===== config.mk =====
export PLATFORM = sky130hd
export DESIGN_NAME = conv_dnn_bridge_flat
export DESIGN_NICKNAME = d
export VERILOG_FILES = /design/src/rtl/conv_dnn_bridge_pkg.sv /design/src/rtl/conv_dnn_bridge_if.sv /design/src/rtl/conv_dnn_bridge_fifo.sv /design/src/rtl/conv_dnn_bridge.sv /design/src/flat_wrapper.sv
export SDC_FILE = /design/constraint.sdc
export NUM_CORES = 1
export LEC_CHECK = 0
export ABC_AREA = 1
export CORE_ASPECT_RATIO = 0.7
export CORE_MARGIN = 1.5
export CORE_UTILIZATION = 45
export DETAILED_ROUTE_END_ITERATION = 12
export GPL_ROUTABILITY_DRIVEN = 0
export GPL_TIMING_DRIVEN = 1
export PLACE_DENSITY_LB_ADDON = 0.15
export SLEW_MARGIN = 0
export SYNTH_ARGS = -nofsm -noshare
export SYNTH_HDL_FRONTEND = slang
export SYNTH_SLANG_ARGS = --single-unit

===== constraint.sdc =====
create_clock -name clk -period 14.3 [get_ports clk]
set_clock_uncertainty 0.2 [all_clocks]
set_input_delay 4.29 -clock clk [delete_from_list [all_inputs] [get_ports clk]]
set_output_delay 4.29 -clock clk [all_outputs]
set_load 0.01 [all_outputs]

===== src/rtl/conv_dnn_bridge_pkg.sv =====
`default_nettype none
// ============================================================================
//  Module      : conv_dnn_pkg
//  Description : Shared constants and the beat-record type macro for the
//                conv-to-DNN bridge (C2 outputs -> dnn_top).
//  Revision    : 1.0  initial release
// ============================================================================

// One FIFO entry: per-kernel valid vector, PE data words, set-done flag.
// Kept as a macro so each user can size it from its own parameters.
`ifndef CONV_DNN_BEAT_T
`define CONV_DNN_BEAT_T(NK, NI, BS) struct packed { logic [(NK)-1:0] valid; logic [(NI)-1:0][(BS)-1:0] data; logic set_done; }
`endif

package conv_dnn_pkg;
    localparam int c_bit_size       = 32;  // C2 data word width
    localparam int c_num_in         = 4;   // C2ProcessingElements
    localparam int c_num_of_k       = 8;   // C2NumberOfK
    localparam int c_depth          = 8;
    localparam int c_af_margin      = 2;
    localparam int c_images_per_set = 8;
endpackage

`default_nettype wire


===== src/rtl/conv_dnn_bridge_if.sv =====
`default_nettype none
// ============================================================================
//  Module      : conv_dnn_bridge_if
//  Description : Beat, handshake and status signals between conv_pooling_top,
//                the bridge and dnn_top. master = environment, slave = bridge.
//  Revision    : 1.0  initial release
// ============================================================================
interface conv_dnn_bridge_if
    import conv_dnn_pkg::*;
#(
    parameter int BIT_SIZE       = c_bit_size,
    parameter int NUM_IN         = c_num_in,
    parameter int NUM_OF_K       = c_num_of_k,
    parameter int IMAGES_PER_SET = c_images_per_set
);
    localparam int c_idx_w = $clog2(IMAGES_PER_SET + 1);

    logic [NUM_OF_K-1:0]              in_valid;
    logic [NUM_IN-1:0][BIT_SIZE-1:0]  in_data;
    logic                             in_set_done;
    logic                             in_dnn_ready;
    logic                             out_almost_full;
    logic                             out_overflow;
    logic [NUM_OF_K-1:0]              out_valid;
    logic [NUM_IN-1:0][BIT_SIZE-1:0]  out_data;
    logic                             out_set_done;
    logic                             out_fl_res;
    logic [c_idx_w-1:0]               out_image_idx;

    modport master (
        output in_valid, in_data, in_set_done, in_dnn_ready,
        input  out_almost_full, out_overflow, out_valid, out_data,
               out_set_done, out_fl_res, out_image_idx
    );

    modport slave (
        input  in_valid, in_data, in_set_done, in_dnn_ready,
        output out_almost_full, out_overflow, out_valid, out_data,
               out_set_done, out_fl_res, out_image_idx
    );
endinterface

`default_nettype wire


===== src/rtl/conv_dnn_bridge_fifo.sv =====
`default_nettype none
// ============================================================================
//  Module      : bridge_fifo
//  Description : Synchronous single-clock FIFO, power-of-two depth, with
//                occupancy count and full/empty flags. Read data is the
//                current head entry (show-ahead).
//  Revision    : 1.0  initial release
// ============================================================================
module bridge_fifo
    import conv_dnn_pkg::*;
#(
    parameter int WIDTH = c_bit_size,
    parameter int DEPTH = c_depth
) (
    input  wire logic                         clk,
    input  wire logic                         rst,
    input  wire logic                         i_push,
    input  wire logic [WIDTH-1:0]             i_wdata,
    input  wire logic                         i_pop,
    output logic      [WIDTH-1:0]             o_rdata,
    output logic      [$clog2(DEPTH+1)-1:0]   o_count,
    output logic                              o_full,
    output logic                              o_empty
);
    localparam int c_ptr_w = $clog2(DEPTH);
    localparam int c_cnt_w = $clog2(DEPTH + 1);

    logic [WIDTH-1:0]   r_mem [DEPTH];
    logic [c_ptr_w-1:0] r_wptr;
    logic [c_ptr_w-1:0] r_rptr;
    logic [c_cnt_w-1:0] r_count;
    logic               w_rd;
    logic               w_wr;

    // A write into a full FIFO is only legal when the head leaves in the same cycle.
    assign w_rd    = i_pop && !o_empty;
    assign w_wr    = i_push && (!o_full || w_rd);
    assign o_full  = (r_count == c_cnt_w'(DEPTH));
    assign o_empty = (r_count == '0);
    assign o_count = r_count;
    assign o_rdata = r_mem[r_rptr];

    // Storage array: written at the tail, no reset needed (emptiness is tracked by count).
    always_ff @(posedge clk) begin
        if (w_wr) begin
            r_mem[r_wptr] <= i_wdata;
        end
    end

    // Pointers wrap naturally because DEPTH is a power of two; count tracks occupancy.
    always_ff @(posedge clk) begin
        if (rst) begin
            r_wptr  <= '0;
            r_rptr  <= '0;
            r_count <= '0;
        end else begin
            if (w_wr) begin
                r_wptr <= r_wptr + c_ptr_w'(1);
            end
            if (w_rd) begin
                r_rptr <= r_rptr + c_ptr_w'(1);
            end
            if (w_wr && !w_rd) begin
                r_count <= r_count + c_cnt_w'(1);
            end else if (w_rd && !w_wr) begin
                r_count <= r_count - c_cnt_w'(1);
            end
        end
    end
endmodule

`default_nettype wire


===== src/rtl/conv_dnn_bridge.sv =====
`default_nettype none
// ============================================================================
//  Module      : conv_dnn_bridge
//  Description : Buffered link from the C2 stage to dnn_top. Beats pass
//                through a FIFO into an output register that holds until the
//                DNN is ready. Completed images are counted and a one-cycle
//                first-layer reset pulse is issued once per image set.
//  Revision    : 1.0  initial release
// ============================================================================
module conv_dnn_bridge
    import conv_dnn_pkg::*;
#(
    parameter int BIT_SIZE       = c_bit_size,
    parameter int NUM_IN         = c_num_in,
    parameter int NUM_OF_K       = c_num_of_k,
    parameter int DEPTH          = c_depth,
    parameter int AF_MARGIN      = c_af_margin,
    parameter int IMAGES_PER_SET = c_images_per_set,
    parameter int REVERSE_VALID  = 1
) (
    input  wire logic          clk,
    input  wire logic          res,
    conv_dnn_bridge_if.slave   bus
);
    typedef `CONV_DNN_BEAT_T(NUM_OF_K, NUM_IN, BIT_SIZE) bridge_beat_t;

    localparam int c_beat_w = $bits(bridge_beat_t);
    localparam int c_cnt_w  = $clog2(DEPTH + 1);
    localparam int c_idx_w  = $clog2(IMAGES_PER_SET + 1);
    // almost-full when free entries (DEPTH - count) <= AF_MARGIN
    localparam logic [c_cnt_w-1:0] c_af_level = c_cnt_w'(DEPTH - AF_MARGIN);
    localparam logic [c_idx_w-1:0] c_last_img = c_idx_w'(IMAGES_PER_SET - 1);

    logic [NUM_OF_K-1:0] w_valid_ord;
    bridge_beat_t        w_in_beat;
    bridge_beat_t        w_fifo_rd;
    bridge_beat_t        r_out_beat;
    logic                r_out_occ;
    logic [c_cnt_w-1:0]  w_count;
    logic [c_cnt_w-1:0]  w_count_next;
    logic                w_full;
    logic                w_empty;
    logic                w_push_req;
    logic                w_push;
    logic                w_pop;
    logic                w_hs;
    logic                r_almost_full;
    logic                r_overflow;
    logic [c_idx_w-1:0]  r_image_idx;
    logic                r_fl_res;

    // dnn_top expects the kernel order reversed relative to C2 on the default build.
    generate
        if (REVERSE_VALID != 0) begin : g_rev
            for (genvar i = 0; i < NUM_OF_K; i++) begin : g_bit
                assign w_valid_ord[i] = bus.in_valid[NUM_OF_K-1-i];
            end
        end else begin : g_straight
            assign w_valid_ord = bus.in_valid;
        end
    endgenerate

    assign w_in_beat  = {w_valid_ord, bus.in_data, bus.in_set_done};
    assign w_push_req = (|bus.in_valid) || bus.in_set_done;
    // The output register is occupied exactly when it shows a valid or set-done beat.
    assign w_hs       = r_out_occ && bus.in_dnn_ready;
    assign w_pop      = !w_empty && (!r_out_occ || bus.in_dnn_ready);
    assign w_push     = w_push_req && (!w_full || w_pop);

    bridge_fifo #(
        .WIDTH (c_beat_w),
        .DEPTH (DEPTH)
    ) u_fifo (
        .clk     (clk),
        .rst     (res),
        .i_push  (w_push),
        .i_wdata (w_in_beat),
        .i_pop   (w_pop),
        .o_rdata (w_fifo_rd),
        .o_count (w_count),
        .o_full  (w_full),
        .o_empty (w_empty)
    );

    // Occupancy after this edge, so almost-full can be registered without lag.
    always_comb begin
        w_count_next = w_count;
        if (w_push && !w_pop) begin
            w_count_next = w_count + c_cnt_w'(1);
        end else if (w_pop && !w_push) begin
            w_count_next = w_count - c_cnt_w'(1);
        end
    end

    // Output register: load the head on pop, clear after a handshake with nothing behind it.
    always_ff @(posedge clk) begin
        if (res) begin
            r_out_occ  <= 1'b0;
            r_out_beat <= '0;
        end else if (w_pop) begin
            r_out_occ  <= 1'b1;
            r_out_beat <= w_fifo_rd;
        end else if (w_hs) begin
            r_out_occ  <= 1'b0;
            r_out_beat <= '0;
        end
    end

    // Upstream flow-control flags: almost-full from next count, sticky drop indication.
    always_ff @(posedge clk) begin
        if (res) begin
            r_almost_full <= 1'b0;
            r_overflow    <= 1'b0;
        end else begin
            r_almost_full <= (w_count_next >= c_af_level);
            if (w_push_req && w_full && !w_pop) begin
                r_overflow <= 1'b1;
            end
        end
    end

    // Image counter advances when a set-done beat is handed to the DNN; pulse on set wrap.
    always_ff @(posedge clk) begin
        if (res) begin
            r_image_idx <= '0;
            r_fl_res    <= 1'b0;
        end else begin
            r_fl_res <= 1'b0;
            if (w_hs && r_out_beat.set_done) begin
                if (r_image_idx == c_last_img) begin
                    r_image_idx <= '0;
                    r_fl_res    <= 1'b1;
                end else begin
                    r_image_idx <= r_image_idx + c_idx_w'(1);
                end
            end
        end
    end

    assign bus.out_almost_full = r_almost_full;
    assign bus.out_overflow    = r_overflow;
    assign bus.out_valid       = r_out_beat.valid;
    assign bus.out_data        = r_out_beat.data;
    assign bus.out_set_done    = r_out_beat.set_done;
    assign bus.out_fl_res      = r_fl_res;
    assign bus.out_image_idx   = r_image_idx;
endmodule

`default_nettype wire


===== src/flat_wrapper.sv =====
// flat-port wrapper written by rule: the top's interface ports become plain ports
module conv_dnn_bridge_flat import conv_dnn_pkg::*;
#(
    parameter int BIT_SIZE       = c_bit_size,
    parameter int NUM_IN         = c_num_in,
    parameter int NUM_OF_K       = c_num_of_k,
    parameter int DEPTH          = c_depth,
    parameter int AF_MARGIN      = c_af_margin,
    parameter int IMAGES_PER_SET = c_images_per_set,
    parameter int REVERSE_VALID  = 1
)
  (clk, res, bus_in_valid, bus_in_data, bus_in_set_done, bus_in_dnn_ready, bus_out_almost_full, bus_out_overflow, bus_out_valid, bus_out_data, bus_out_set_done, bus_out_fl_res, bus_out_image_idx);
  conv_dnn_bridge_if #(.BIT_SIZE(BIT_SIZE), .NUM_IN(NUM_IN), .NUM_OF_K(NUM_OF_K), .IMAGES_PER_SET(IMAGES_PER_SET)) bus_i ();
  input  wire logic clk;
  input  wire logic res;
  input wire logic [$bits(bus_i.in_valid)-1:0] bus_in_valid;
  input wire logic [$bits(bus_i.in_data)-1:0] bus_in_data;
  input wire logic [$bits(bus_i.in_set_done)-1:0] bus_in_set_done;
  input wire logic [$bits(bus_i.in_dnn_ready)-1:0] bus_in_dnn_ready;
  output wire logic [$bits(bus_i.out_almost_full)-1:0] bus_out_almost_full;
  output wire logic [$bits(bus_i.out_overflow)-1:0] bus_out_overflow;
  output wire logic [$bits(bus_i.out_valid)-1:0] bus_out_valid;
  output wire logic [$bits(bus_i.out_data)-1:0] bus_out_data;
  output wire logic [$bits(bus_i.out_set_done)-1:0] bus_out_set_done;
  output wire logic [$bits(bus_i.out_fl_res)-1:0] bus_out_fl_res;
  output wire logic [$bits(bus_i.out_image_idx)-1:0] bus_out_image_idx;
  assign bus_i.in_valid = bus_in_valid;
  assign bus_i.in_data = bus_in_data;
  assign bus_i.in_set_done = bus_in_set_done;
  assign bus_i.in_dnn_ready = bus_in_dnn_ready;
  assign bus_out_almost_full = bus_i.out_almost_full;
  assign bus_out_overflow = bus_i.out_overflow;
  assign bus_out_valid = bus_i.out_valid;
  assign bus_out_data = bus_i.out_data;
  assign bus_out_set_done = bus_i.out_set_done;
  assign bus_out_fl_res = bus_i.out_fl_res;
  assign bus_out_image_idx = bus_i.out_image_idx;
  conv_dnn_bridge #(.BIT_SIZE(BIT_SIZE), .NUM_IN(NUM_IN), .NUM_OF_K(NUM_OF_K), .DEPTH(DEPTH), .AF_MARGIN(AF_MARGIN), .IMAGES_PER_SET(IMAGES_PER_SET), .REVERSE_VALID(REVERSE_VALID)) u_core (.clk(clk), .res(res), .bus(bus_i));
endmodule

### Word level (Yosys, flattened, before mapping)

Memories as Yosys holds them, arrays and structs flattened. A register that Yosys moved wholly into a read port is not among the register bits.
Index checks and enable logic that the tools add are counted.

| word-level totals | value |
|---|---|
| flip-flop bits (word level) | 155 |
| memories | 1 |
| RAM bits | 1096 |

| cells by class | value |
|---|---|
| add/subtract/negate cells | 5 |
| mux-type cells | 14 |
| reductions and logical operators | 28 |
| order comparisons | 1 |
| equality and inequality tests | 2 |
| bitwise gates (word level) | 1 |

Memory list:

| name | words | width | rd ports | clocked after memory_dff | wr ports | RTL line | RTL |
|---|---|---|---|---|---|---|---|
| u_core.u_fifo.r_mem | 8 | 137 | 1 | 1 | 1 | conv_dnn_bridge_fifo.sv:28 | `logic [WIDTH-1:0] r_mem [DEPTH];` |

Operator list:

| kind | count |
|---|---|
| $mux 137 | 2 |
| $mux 4 | 5 |
| $logic_and 1x1->1 | 12 |
| $add 4x1->4 const B | 2 |
| $reduce_or 8->1 | 1 |
| $logic_not 1->1 | 7 |
| $add 3x1->3 const B | 2 |
| $mux 3 | 2 |
| $mux 1 | 5 |
| $eq 4x3->1 const B | 1 |
| $eq 4x4->1 const B | 1 |
| $ge 4x3->1 const B | 1 |
| $logic_not 4->1 | 1 |
| $logic_or 1x1->1 | 4 |
| $reduce_bool 2->1 | 2 |
| $sub 4x1->4 const B | 1 |
| $reduce_or 2->1 | 1 |
| $not 1->1 | 1 |

### Logic depth before layout (Yosys ltp)

| depth | value |
|---|---|
| depth in word-level cells | 10 |
| depth in mapped cells | 14 |
| gate-level depth less buffers | 13 |

### Modules after synthesis

A second synthesis with hierarchy kept.

| second synthesis, totals | value |
|---|---|
| cell total of the unflattened synthesis | 4163 |
| area total of the unflattened synthesis | 49000.7 µm² |

By module, submodules not included:

| module | area an instance (µm²) | cells each | instances |
|---|---|---|---|
| bridge_fifo | 43464.2 | 3466 | 1 |
| conv_dnn_bridge | 5536.6 | 697 | 1 |

### Least setup slack after synthesis

Ideal clock, no wire load.

| timing path | value |
|---|---|
| path type | input -> register |
| start | input port bus_in_dnn_ready |
| end | memory u_core.u_fifo.r_mem[0][0] (netlist name) (enable) |
| data required time | 13464 ps |
| arrival | 10531 ps |
| slack | 2934 ps |
| stages on the path | 6 |
| buffers on the path | 0 |
| cell sequence | nor2_1 > nand2_1 > nor2_1 > nor2_1 > nand2_1 > nor2_1 |

| between the ends | value |
|---|---|
| word-level cells in the longest chain between the ends | 7 |
| elaborated cells on any way between the ends | 9 |
| classes of those cells | 2 x mux; 7 x reduce/logical |

RTL lines:

| what | RTL line | RTL |
|---|---|---|
| start: declaration | flat_wrapper.sv:19 | `input wire logic [$bits(bus_i.in_dnn_ready)-1:0] bus_in_dnn_ready;` |
| $logic_or 1x1->1 * | conv_dnn_bridge.sv:67 | `assign w_pop = !w_empty && (!r_out_occ \|\| bus.in_dnn_ready);` |
| $logic_and 1x1->1 * | conv_dnn_bridge.sv:67 |  |
| $logic_or 1x1->1 / $logic_and 1x1->1 (equally long branches) | conv_dnn_bridge.sv:68, conv_dnn_bridge_fifo.sv:36 |  |
| $logic_and 1x1->1 / $logic_or 1x1->1 (equally long branches) | conv_dnn_bridge.sv:68, conv_dnn_bridge_fifo.sv:37 |  |
| $logic_and 1x1->1 * | conv_dnn_bridge_fifo.sv:37 | `assign w_wr = i_push && (!o_full \|\| w_rd);` |
| named net u_core.u_fifo.w_wr | conv_dnn_bridge_fifo.sv:33 | `logic w_wr;` |
| $mux 1 * | conv_dnn_bridge_fifo.sv:45 | `if (w_wr) begin` |
| $mux 1 (implied by the code) * | conv_dnn_bridge_fifo.sv:46 | `r_mem[r_wptr] <= i_wdata;` |
| end: declaration | conv_dnn_bridge_fifo.sv:28 |  |

The timed path passes the listed nets; every way through them passes the cells marked *.

### Worst setup path after layout

| timing path | value |
|---|---|
| start | input port bus_in_valid[5] |
| end | memory u_core.u_fifo.r_mem[7][117] (netlist name) (enable) |

| between the ends | value |
|---|---|
| word-level cells in the longest chain between the ends | 6 |

RTL lines:

| what | RTL line | RTL |
|---|---|---|
| start: declaration | flat_wrapper.sv:16 | `input wire logic [$bits(bus_i.in_valid)-1:0] bus_in_valid;` |
| $reduce_or 8->1 | conv_dnn_bridge.sv:64 | `assign w_push_req = (\|bus.in_valid) \|\| bus.in_set_done;` |
| $logic_or 1x1->1 | conv_dnn_bridge.sv:64 |  |
| $logic_and 1x1->1 | conv_dnn_bridge.sv:68 | `assign w_push = w_push_req && (!w_full \|\| w_pop);` |
| $logic_and 1x1->1 | conv_dnn_bridge_fifo.sv:37 |  |
| named net u_core.u_fifo.w_wr | conv_dnn_bridge_fifo.sv:33 |  |
| $mux 1 | conv_dnn_bridge_fifo.sv:45 |  |
| $mux 1 (implied by the code) | conv_dnn_bridge_fifo.sv:46 |  |

The timed path passes the listed nets, and every way through them passes these cells.

==> results.sh <==
export IMPL_initialDrtViolationCount=2517
export IMPL_synth_top_area_share=0.6774
export IMPL_grt_pass1_wl_um=185900
export IMPL_yosys_area_top_type="edfxtp_1"
export IMPL_rows=100
export IMPL_ir_drop_v=0.0001813
export IMPL_ctsResizeCount=0
export IMPL_cts_buffers=121
export IMPL_coreArea_sq_um=106700
export IMPL_ys_types=27
export IMPL_port_buffer_count=283
export IMPL_vias_per_cell=5.235
export IMPL_clk_pin_slew_ns=0.06
export IMPL_drv_slew=0
export IMPL_max_slew_margin=0.01957
export IMPL_clock_sinks=1254
export IMPL_crit_arrival_ns=8.28
export IMPL_overflow=0
export IMPL_die_area_sq_um=110000
export IMPL_worstHoldStart="u_core.u_fifo.r_rptr[2]$_SDFFE_PP0N_"
export IMPL_power_leakage_nw=19.50
export IMPL_synth_cells=4127
export IMPL_setup_violations=0
export IMPL_clkLatencyLatePin_ns=0.71
export IMPL_start_util=0.4552
export IMPL_worstPathMaxFanout=44
export IMPL_tns_ns=0
export IMPL_drt_pass1_iterations=5
export IMPL_synth_seq_cells=1254
export IMPL_hpwl_um=59660
export IMPL_clock_path_buffers=3
export IMPL_h_tree_depth=3
export IMPL_grt_usage=0.2220
export IMPL_final_common_cell="edfxtp_1"
export IMPL_synth_area_leaders="edfxtp_1, nor2_1, dfxtp_1"
export IMPL_cts_hold_fix_buffers=0
export IMPL_postCtsSetupBuffers=0
export IMPL_die_x_um=395.7
export IMPL_finalNetCount=4455
export IMPL_die_h_um=277.9
export IMPL_grt_max_degree=290
export IMPL_route_antenna_remaining_nets=0
export IMPL_max_clock_freq_ghz=0.1228
export IMPL_cts_tree="yes"
export IMPL_ys_seq_area_frac=0.7425
export IMPL_worstSetupPathType="in2reg"
export IMPL_final_setup_worst_slack_ns=6.154
export IMPL_drt_wl_total_um=123700
export IMPL_r2r_start="u_core.u_fifo.o_count[0]$_SDFFE_PP0P_"
export IMPL_synth_warnings=0
export IMPL_cp_start_kind="input pin"
export IMPL_synth_avg_cell_area_sq_um=11.77
export IMPL_hold_violations=0
export IMPL_syn_nets=4274
export IMPL_required_ns=14.44
export IMPL_wl_per_cell_um=21.14
export IMPL_first_global_vias=29030
export IMPL_area_delta_synth_final_pct=16.15
export IMPL_drc_errors=0
export IMPL_power_density_nw_per_um2=195.8
export IMPL_status="finished clean"
export IMPL_worstMarginPinSlew_ns=1.471
export IMPL_setup_worst_path_start="bus_in_valid[5]"
export IMPL_period_share=0.5696
export IMPL_netlist_area_sq_um=48590
export IMPL_rsz0062_at_grt="no"
export IMPL_crit_path_end_kind="flip-flop"
export IMPL_layout_min_cycle_time_ns=8.146
export IMPL_r2r_slack_ns=9.83
export IMPL_ios=284
export IMPL_post_place_ws_ns=5.395
export IMPL_antenna_found_initial=19
export IMPL_num_vias=30630
export IMPL_drive_gt1_frac=0.05616
export IMPL_root_buffer="clkbuf_16"
export IMPL_min_path_type="reg2reg"
export IMPL_cap_violations=0
export IMPL_mostFrequentLayoutCells="edfxtp_1, nor2_1, nand2_1"
-- worst max-delay path: stages --
cell and delay [ns]:
clkdlybuf4s50_1 0.67, nor2_1 0.20, nand3_1 0.13, nor2_1 0.06, nor2_1 0.28, nand2_1 0.32
nor2_4 0.90, buf_4 0.63, buf_4 0.70
-- per-layer routing --
metal	wire, um	GRT usage
met1	58660	0.3347
met2	55830	0.3312
met3	6958	0.04270
met4	2178	0.05354
met5	103	0
-- registers in the layout, summed over array words and instances (netlist names), named ones only --
| signal | count |
|---|---|
| u_core.bus.out_data | 128 |
| u_core.bus.out_overflow | 1 |
| u_core.u_fifo.r_mem | 1096 |
| u_core.bus.out_fl_res | 1 |
| u_core.bus.out_set_done | 1 |
| u_core.bus.out_valid | 8 |
| u_core.u_fifo.r_wptr | 3 |
| u_core.u_fifo.r_rptr | 3 |
| u_core.r_out_occ | 1 |
| u_core.u_fifo.o_count | 4 |
| u_core.bus.out_image_idx | 4 |
| u_core.bus.out_almost_full | 1 |
-- area by class of cell --
type,instances,area [sq um]
Sequential cell,1254,36090
Multi-Input combinational cell,2583,11130
Tap cell,1428,1787
Clock inverter,62,660.6
Fill cell,9159,50290
Inverter,30,138.9
Timing Repair Buffer,318,3172
Clock buffer,169,3435
Antenna cell,8,20.02
-- kinds of logic after synthesis --
logic type	Yosys count	synth area share
buf+inv	290	0.02985
flops	1254	0.7425
compound gates	568	0.05864
fa+ha+maj	7	0.001803
xor+xnor	3	0.0005409
simple gates	2005	0.1667
-- final timing paths --
path	depth (start not counted)	end
setup / recovery	9	u_core.u_fifo.r_mem[7][117]$_DFFE_PP_
hold / removal	2	flip-flop
setup reg to reg	9	u_core.u_fifo.r_mem[7][117]$_DFFE_PP_
hold reg to reg	2	flip-flop
-- per-stage QoR --
stage / utilization / instance area, sq um / power, mW / hold slack (ns) / std cells
floorplan: - / 48590 / 6.701 / 0.2334 / 4127
global placement: 0.4902 / 52320 / 7.848 / 0.2369 / 5613
detailed placement: 0.4902 / 52320 / 7.870 / 0.2514 / 5613
CTS: 0.5286 / 56410 / 11.14 / 0.2587 / 5844
global route: 0.5287 / 56430 / 11.64 / 0.2756 / 5850
finish: 0.5288 / 56430 / 11.05 / 0.2535 / 5852
-- synthesized netlist by cell type --
| cell | instances |
|---|---|
| nor2_1 | 852 |
| dfxtp_1 | 158 |
| nor3_1 | 1 |
| a21oi_1 | 147 |
| edfxtp_1 | 1096 |
| buf_1 | 9 |
| nand3_1 | 429 |
| xor2_1 | 2 |
| buf_12 | 2 |
| nor2_2 | 2 |
| nand4_1 | 1 |
| buf_8 | 3 |
| buf_4 | 32 |
| nand2_2 | 10 |
| nand2_1 | 709 |
| ha_1 | 7 |
| xnor2_1 | 1 |
| and3_1 | 1 |
| o21ai_0 | 419 |
| buf_2 | 84 |
| buf_6 | 9 |
| inv_2 | 1 |
| a21oi_2 | 1 |
| inv_4 | 1 |
| clkbuf_1 | 121 |
| o211ai_1 | 1 |
| inv_1 | 28 |
-- report_power, final --
group          internal (mW)  switching (mW)  total (mW)
Sequential              4.45           0.262        4.72
Combinational           1.04            2.01        3.06
Clock                   1.91            1.37        3.28
No activity file was read; power rests on OpenSTA's default activity.
